<file path="src/rtl/rr_switch_allocator_if.sv">
// Handshake bundle between the router input buffers and the round-robin switch allocator.
// The master drives the requests and out_ready; the slave side is the allocator.
interface rr_switch_allocator_if #(
  parameter int unsigned NUM_PORTS = 5,
  parameter int unsigned DATA_W    = 8
);
  localparam int unsigned SRC_W = (NUM_PORTS > 1) ? $clog2(NUM_PORTS) : 1;

  logic [NUM_PORTS-1:0]        req;
  logic [NUM_PORTS*DATA_W-1:0] req_data;
  logic [NUM_PORTS-1:0]        req_tail;
  logic [NUM_PORTS-1:0]        dest_empty;
  logic [NUM_PORTS-1:0]        grant;
  logic                        out_valid;
  logic                        out_ready;
  logic [DATA_W-1:0]           out_data;
  logic [SRC_W-1:0]            out_src;
  logic                        out_tail;
  logic [NUM_PORTS-1:0]        out_fill;

  modport master (
    output req, req_data, req_tail, dest_empty, out_ready,
    input  grant, out_valid, out_data, out_src, out_tail, out_fill
  );

  modport slave (
    input  req, req_data, req_tail, dest_empty, out_ready,
    output grant, out_valid, out_data, out_src, out_tail, out_fill
  );
endinterface

</file>
<file path="src/rtl/rr_switch_allocator.sv">
// Round-robin switch allocator with packet lock and a single registered output stage.
// The grant is combinational and doubles as the pop strobe to the winning input buffer.
module rr_switch_allocator #(
  parameter int unsigned NUM_PORTS = 5,
  parameter int unsigned DATA_W    = 8,
  parameter int unsigned PRIO_INIT = 0
) (
  input logic                  clk,
  input logic                  rst_n,
  rr_switch_allocator_if.slave bus
);
  localparam int unsigned SRC_W = (NUM_PORTS > 1) ? $clog2(NUM_PORTS) : 1;

  typedef enum logic {StIdle, StLocked} state_e;

  state_e                r_state, w_state_d;
  logic [SRC_W-1:0]      r_lock, w_lock_d;
  logic [SRC_W-1:0]      r_ptr, w_ptr_d;
  logic [SRC_W-1:0]      w_win;
  logic                  w_found;
  logic                  w_accept_en;
  logic                  w_accept;
  logic [NUM_PORTS-1:0]  w_grant;

  logic                  r_out_valid;
  logic [DATA_W-1:0]     r_out_data;
  logic [SRC_W-1:0]      r_out_src;
  logic                  r_out_tail;
  logic [NUM_PORTS-1:0]  r_out_fill;

  assign w_accept_en = !r_out_valid || bus.out_ready;

  // While locked only the lock owner is eligible; an idle owner yields a bubble.
  always_comb begin : winner_search
    int unsigned      idx;
    logic [SRC_W-1:0] w_idx;
    w_found = 1'b0;
    w_win   = r_ptr;
    idx     = 0;
    w_idx   = '0;
    if (r_state == StLocked) begin
      w_found = bus.req[r_lock];
      w_win   = r_lock;
    end else begin
      for (int unsigned k = 0; k < NUM_PORTS; k++) begin
        idx = 32'(r_ptr) + k;
        if (idx >= NUM_PORTS) idx = idx - NUM_PORTS;
        w_idx = SRC_W'(idx);
        if (!w_found && bus.req[w_idx]) begin
          w_found = 1'b1;
          w_win   = w_idx;
        end
      end
    end
  end

  always_comb begin
    w_grant = '0;
    if (rst_n && w_accept_en && w_found) w_grant[w_win] = 1'b1;
  end

  assign w_accept = |w_grant;

  always_comb begin
    w_state_d = r_state;
    w_lock_d  = r_lock;
    w_ptr_d   = r_ptr;
    if (w_accept) begin
      if (bus.req_tail[w_win]) begin
        w_state_d = StIdle;
        // Wrap at NUM_PORTS, not at 2**SRC_W.
        w_ptr_d   = (32'(w_win) == NUM_PORTS - 1) ? '0 : w_win + SRC_W'(1);
      end else begin
        w_state_d = StLocked;
        w_lock_d  = w_win;
      end
    end
  end

  always_ff @(posedge clk or negedge rst_n) begin
    if (!rst_n) begin
      r_state <= StIdle;
      r_lock  <= '0;
      r_ptr   <= SRC_W'(PRIO_INIT);
    end else begin
      r_state <= w_state_d;
      r_lock  <= w_lock_d;
      r_ptr   <= w_ptr_d;
    end
  end

  always_ff @(posedge clk or negedge rst_n) begin
    if (!rst_n) begin
      r_out_valid <= 1'b0;
      r_out_data  <= '0;
      r_out_src   <= '0;
      r_out_tail  <= 1'b0;
      r_out_fill  <= '0;
    end else if (w_accept) begin
      r_out_valid <= 1'b1;
      r_out_data  <= bus.req_data[32'(w_win)*DATA_W +: DATA_W];
      r_out_src   <= w_win;
      r_out_tail  <= bus.req_tail[w_win];
      r_out_fill  <= bus.dest_empty;
    end else if (r_out_valid && bus.out_ready) begin
      r_out_valid <= 1'b0;
    end
  end

  assign bus.grant     = w_grant;
  assign bus.out_valid = r_out_valid;
  assign bus.out_data  = r_out_data;
  assign bus.out_src   = r_out_src;
  assign bus.out_tail  = r_out_tail;
  assign bus.out_fill  = r_out_fill;
endmodule

</file>
<file path="src/flat_wrapper.sv">
// flat-port wrapper written by rule: the top's interface ports become plain ports
module rr_switch_allocator_flat 
#(
  parameter int unsigned NUM_PORTS = 5,
  parameter int unsigned DATA_W    = 8,
  parameter int unsigned PRIO_INIT = 0
)
  (clk, rst_n, bus_req, bus_req_data, bus_req_tail, bus_dest_empty, bus_out_ready, bus_grant, bus_out_valid, bus_out_data, bus_out_src, bus_out_tail, bus_out_fill);
  rr_switch_allocator_if #(.NUM_PORTS(NUM_PORTS), .DATA_W(DATA_W)) bus_i ();
  input logic clk;
  input logic rst_n;
  input wire logic [$bits(bus_i.req)-1:0] bus_req;
  input wire logic [$bits(bus_i.req_data)-1:0] bus_req_data;
  input wire logic [$bits(bus_i.req_tail)-1:0] bus_req_tail;
  input wire logic [$bits(bus_i.dest_empty)-1:0] bus_dest_empty;
  input wire logic [$bits(bus_i.out_ready)-1:0] bus_out_ready;
  output wire logic [$bits(bus_i.grant)-1:0] bus_grant;
  output wire logic [$bits(bus_i.out_valid)-1:0] bus_out_valid;
  output wire logic [$bits(bus_i.out_data)-1:0] bus_out_data;
  output wire logic [$bits(bus_i.out_src)-1:0] bus_out_src;
  output wire logic [$bits(bus_i.out_tail)-1:0] bus_out_tail;
  output wire logic [$bits(bus_i.out_fill)-1:0] bus_out_fill;
  assign bus_i.req = bus_req;
  assign bus_i.req_data = bus_req_data;
  assign bus_i.req_tail = bus_req_tail;
  assign bus_i.dest_empty = bus_dest_empty;
  assign bus_i.out_ready = bus_out_ready;
  assign bus_grant = bus_i.grant;
  assign bus_out_valid = bus_i.out_valid;
  assign bus_out_data = bus_i.out_data;
  assign bus_out_src = bus_i.out_src;
  assign bus_out_tail = bus_i.out_tail;
  assign bus_out_fill = bus_i.out_fill;
  rr_switch_allocator #(.NUM_PORTS(NUM_PORTS), .DATA_W(DATA_W), .PRIO_INIT(PRIO_INIT)) u_core (.clk(clk), .rst_n(rst_n), .bus(bus_i));
endmodule
</file>
<file path="config.mk">
export PLATFORM = sky130hd
export DESIGN_NAME = rr_switch_allocator_flat
export DESIGN_NICKNAME = d
export VERILOG_FILES = /design/src/rtl/rr_switch_allocator_if.sv /design/src/rtl/rr_switch_allocator.sv /design/src/flat_wrapper.sv
export SDC_FILE = /design/constraint.sdc
export NUM_CORES = 1
export LEC_CHECK = 0
export CAP_MARGIN = 20
export CORE_ASPECT_RATIO = 0.7
export CORE_MARGIN = 10
export CORE_UTILIZATION = 40
export DETAILED_ROUTE_END_ITERATION = 10
export PLACE_DENSITY = 0.85
export RECOVER_POWER = 25
export SLEW_MARGIN = 20
export SYNTH_ARGS = -nofsm -noshare
export SYNTH_HDL_FRONTEND = slang
export SYNTH_SLANG_ARGS = --single-unit
</file>
<file path="constraint.sdc">
create_clock -name clk -period 4.4 [get_ports clk]
set_clock_uncertainty 0.05 [all_clocks]
set_input_delay 0.66 -clock clk [delete_from_list [all_inputs] [get_ports clk]]
set_output_delay 0.66 -clock clk [all_outputs]
set_load 0.01 [all_outputs]
</file>
After elaboration in Yosys (flattened, before gate mapping)

Index checks and enable logic that the tools add are counted.

Register bits: 25
Input port bits: 58
Output and inout port bits: 23
Word-level logic and storage cells: 99

Add/subtract/negate cells: 10
$lt $le $gt $ge: 13
Equality and inequality tests: 1
Shift operators: 1
Multiplexer cells: 47
Bitwise operators: 1
Reductions and logical operators: 18

Operator list:

| kind                                                                          | count |
|---|---|
| 3-bit two-way mux                                                             | 17 |
| 40-bit by 7-bit indexed part select with 8-bit output                         | 1 |
| 3-bit by 4-bit less-than comparator with 1-bit output (second input constant) | 7 |
| 1-bit binary-select mux with 3-bit select                                     | 7 |
| 1-bit two-way mux                                                             | 21 |
| 4-bit by 3-bit >= comparator with 1-bit output (second input constant)        | 4 |
| 3-bit subtractor (second input constant)                                      | 5 |
| 3-bit by 2-bit adder with 4-bit output (second input constant)                | 2 |
| 1-bit logical AND                                                             | 8 |
| 1-bit logical NOT                                                             | 5 |
| 5-bit two-way mux                                                             | 1 |
| 5-bit OR reduction                                                            | 1 |
| 3-bit by 1-bit adder with 4-bit output (second input constant)                | 1 |
| 3-bit by 3-bit adder with 4-bit output (second input constant)                | 1 |
| 2-bit AND reduction                                                           | 2 |
| 3-bit by 1-bit adder with 3-bit output (second input constant)                | 1 |
| 1-bit demux with 3-bit select                                                 | 1 |
| 3-bit equality test (second input constant)                                   | 1 |
| 3-bit by 1-bit >= comparator with 1-bit output (second input constant)        | 1 |
| 3-bit >= comparator (second input constant)                                   | 1 |
| 2-bit nonzero test                                                            | 1 |
| 1-bit logical OR                                                              | 1 |
| 1-bit inverter                                                                | 1 |

Longest topological paths before layout

Word-level depth: 30
Depth in mapped cells: 18

Least setup slack after synthesis

OpenSTA, ideal clock, no wires.

Path kind: flip-flop to output port
Start: register u_core.r_ptr[1]
End: output port bus_grant[0]
Arrival time: 3.645 ns
Slack: 0.045 ns
Cell stages (with the launch flop): 16
Buffers on the path: 2
Cell sequence: dfrtp_1 > buf_4 > inv_1 > ha_1 > ha_1 > o21ba_2 > or2_1 > a21o_1 > a211o_1 > a211o_4 > or3_1 > a31o_4 > clkinv_2 > buf_2 > nand2_1 > nor2_1

Longest elaborated chain between the ends: 28

Ends and longest elaborated chain:

| item                                                                            | line                      | text |
|---|---|---|
| start, declared                                                                 | rr_switch_allocator.sv:18 | `logic [SRC_W-1:0] r_ptr, w_ptr_d;` |
| start signal, assigned                                                          | rr_switch_allocator.sv:84 | `r_ptr <= SRC_W'(PRIO_INIT);` |
| start signal, assigned                                                          | rr_switch_allocator.sv:88 | `r_ptr <= w_ptr_d;` |
| branches (longest 27 deep; another with 3-bit by 1-bit adder with 4-bit output) | --                        |  |
| 5-bit two-way mux (*)                                                           | rr_switch_allocator.sv:59 | `if (rst_n && w_accept_en && w_found) w_grant[w_win] = 1'b1;` |
| end, declared                                                                   | flat_wrapper.sv:17        | `output wire logic [$bits(bus_i.grant)-1:0] bus_grant;` |

Mark *: on every way between the ends. The select of a mux whose other input is x is not followed.

Worst setup path after layout

Start: register u_core.r_ptr[0]
End: output port bus_grant[2]

Same word-level chain as after synthesis.

==> run_results.csv <==
group,metric,value,unit
logic_synthesis,synth-seq-area-share,0.237,
worst_setup_path,r2r_setup_slack,170,ps
drt,drtAntennaViolNets,0,
drt,drt-wirelength-per-cell,19.8,um
worst_setup_path,worst-path-buf-inv,4,
logic_synthesis,syn_inst,298,
finish,final_common_cell,"clkdlybuf4s50_1",
worst_setup_path,crit_type,"flop to primary output",
die,die-area,10300,um2
grt,antenna_found_initial,0,
sta,min_period,4310,ps
worst_setup_path,slowest_stage,"or3_1",
worst_setup_path,rr_worst_depth,17,
logic_synthesis,synth_edf_count,0,
cts,htreeDepth,1,
pwr,ir_drop,0.458,mV
place,port_buffers,80,
die,start_util,0.418,
die,fp-row-count,24,
logic_synthesis,ys_types,68,
grt,grt_pass1_wl,16.0,mm
die,die_h,87.9,um
worst_setup_path,cp.required,3690,ps
finish,drive_gt1_frac,0.336,
die,core,6310,um2
worst_setup_path,crit_path_max_incr_delay,390,ps
sta,max_slew_margin,0.0767,
die,die_x,117,um
worst_setup_path,cp.arrival,3600,ps
pwr,powerDensity,992,nW/um2
cts,cts_buffer_depth,2,
cts,clk_latency,280,ps
finish,n_antenna_cell,0,
cts,tritoncts,"built",
status,status,"complete, no violations",
sta,setup_viol,0,
min_path,min_to,"u_core.bus.out_src[2]",
finish,syn_to_final_growth,58.2,%
place,hpwl,7.98,mm
die,pin_count,81,
sta,max_freq,0.232,GHz
sta,fin_crit_sh,0.979,
finish,final_util,0.661,
sta,grt_setup_unrepaired,"true",
drt,drcViolationCount,0,
grt,grt-ovfl-total,0,
worst_setup_path,start_kind,"flop",
logic_synthesis,synthArstFlopShare,1.00,
sta,hold_viol,0,
finish,fin_nets,506,
worst_setup_path,r2r-end,"u_core.r_ptr[2]",
worst_setup_path,cp-end-kind,"primary output",
cts,root_buffer,"clkbuf_8",
drt,drtIter0Drc,196,
finish,final_cell_mix,"clkdlybuf4s50_1, buf_4, nor2_1, dfrtp_1, nand2_1",
grt,grt.total_usage,0.192,
cts,postCtsHoldBufs,0,
logic_synthesis,ys_ff_latch,25,
cts,clk_pin_slew,100,ps
worst_setup_path,r2r_start,"u_core.r_ptr[0]",
logic_synthesis,synth.avg_cell_area,8.84,um2
pwr,leakagePower,1.79,nW
cts,cts-buffers-inserted,3,
worst_setup_path,cp_max_fo,6,
cts,cts_num_sinks,25,
logic_synthesis,yosys_warnings,0,
logic_synthesis,synth_fp_nets,366,
logic_synthesis,syn_area,2640,um2
place,gp_congestion,0.923,
drt,route.vias.total,3050,
sta,tightest_slew,1380,ps
worst_setup_path,cp_top_family,"compound AO/OA/AOI/OAI gates",
sta,finalMaxSlewViolations,0,
drt,via_per_inst,5.92,
finish,fillers,506,
min_path,hp-start,"u_core.bus.out_src[2]",
place,dp_slack,-281,ps
drt,firstDrtPassIters,5,
logic_synthesis,synthFlopType,"dfrtp_1",
grt,grt_max_degree,26,
min_path,holdPathStages,1,
worst_setup_path,crit_chain,"inv_2 -> buf_4 -> ha_2 -> ha_1 -> o21ba_2 -> or2_1 -> a21o_1 -> a211o_1 -> a211o_4 -> or3_1 -> a31o_4 -> inv_4 -> nand2_4 -> nor2_2 -> buf_2",
grt,grt_pass1_vias,3068,
drt,wl,10.2,mm
run,drv_cap,0,
min_path,worstHoldPathType,"flop to flop",
sta,setup_ws,94.0,ps
[cell usage after synthesis, types with 4 or more instances]
master    instances  share of area
a22oi_1          10          0.028
nor2_1           27          0.038
mux2_2           16          0.068
nand3_1           5         0.0095
nor3_1            6          0.011
clkbuf_1          7          0.010
mux2i_1          11          0.042
and2_1            4         0.0095
o21a_1            7          0.020
a21oi_1          14          0.027
or3b_2            4          0.013
ha_1              9          0.043
inv_1            10          0.014
nand2_1          22          0.031
a211oi_1          7          0.020
dfrtp_1          25           0.24
o221ai_1          5          0.017
nor2b_1           7          0.017
mux2_4            4          0.023
a21o_1            5          0.014
nand2b_1          7          0.017
buf_2             7          0.013
o21ai_0          10          0.019
[worst max path at each step]
stage	cells after the start	start	endpoint
final	15	u_core.r_ptr[0]	bus_grant[2]
after global routing	15	u_core.r_ptr[0]	bus_grant[2]
after CTS	16	u_core.r_ptr[0]	bus_grant[3]
after detailed placement	11	bus_req[3]	bus_grant[3]
after global placement	13	bus_req[1]	bus_grant[0]
after floorplan	15	u_core.r_ptr[1]	bus_grant[0]
[worst register-to-register path: cells and delay by family (launching register included)]
family	cells	cell delay [ps]
flops	1	370
buf+inv	4	380
simple gates	3	830
mux	1	310
compound gates	7	1710
fa+ha+maj	2	480
[final cells by class]
type	instances	area, um2	share of cell area
clock buffers	3	41.3	0.00990
clock inverters	1	8.76	0.00210
inverters	12	47.5	0.0114
multi-input cells	243	2020	0.484
flip-flops and latches	25	627	0.150
well taps	78	97.6	0.0234
repair buffers	153	1330	0.318
[what timing repair did]
| action | CTS | global route |
|---|---|---|
| resized for setup | 21 | 37 |
| endpoints found under the setup margin | 5 | 9 |
| pin swaps | 2 | 10 |
| setup buffers | 2 | 6 |
[per-layer routing]
| layer | global-route usage | part of all wire | up-vias |
|---|---|---|---|
| met5 | 0 | 0 | - |
| met4 | 0.0246 | 0.0028 | 0 |
| met3 | 0.0724 | 0.11 | 4 |
| met2 | 0.303 | 0.45 | 116 |
| met1 | 0.251 | 0.44 | 1516 |
| li1 | - | - | 1414 |
[flip-flops by register name, indices dropped and copies added, names as in the netlist]
| name | cells |
|---|---|
| u_core.r_ptr | 3 |
| u_core.bus.out_tail | 1 |
| u_core.bus.out_src | 3 |
| u_core.r_state | 1 |
| u_core.r_lock | 3 |
| u_core.bus.out_valid | 1 |
| u_core.bus.out_data | 8 |
| u_core.bus.out_fill | 5 |
[metrics by stage]
step                      area [um2]  power, mW  hold slack [ps]  cells  setup TNS (ps)
after floorplan                 2640       2.28              314    298               0
after global placement          3930       3.48              412    503           -1150
after detailed placement        3930       3.55              419    503           -1630
after CTS                       4050       3.82              445    509               0
after global routing            4170       4.42              465    515           -73.3
final                           4170       4.14              446    515               0
[logic make-up after synthesis]
family / synth area share
mux: 0.163
compound gates: 0.287
fa+ha+maj: 0.0503
buf+inv: 0.0522
flops: 0.237
xor+xnor: 0.00997
simple gates: 0.200
[report_power, final]
| part | internal [mW] | switching (mW) |
|---|---|---|
| Sequential | 0.344 | 0.0848 |
| Combinational | 1.75 | 1.81 |
| Clock | 0.0667 | 0.0871 |
(Power assumes the default switching activity.)
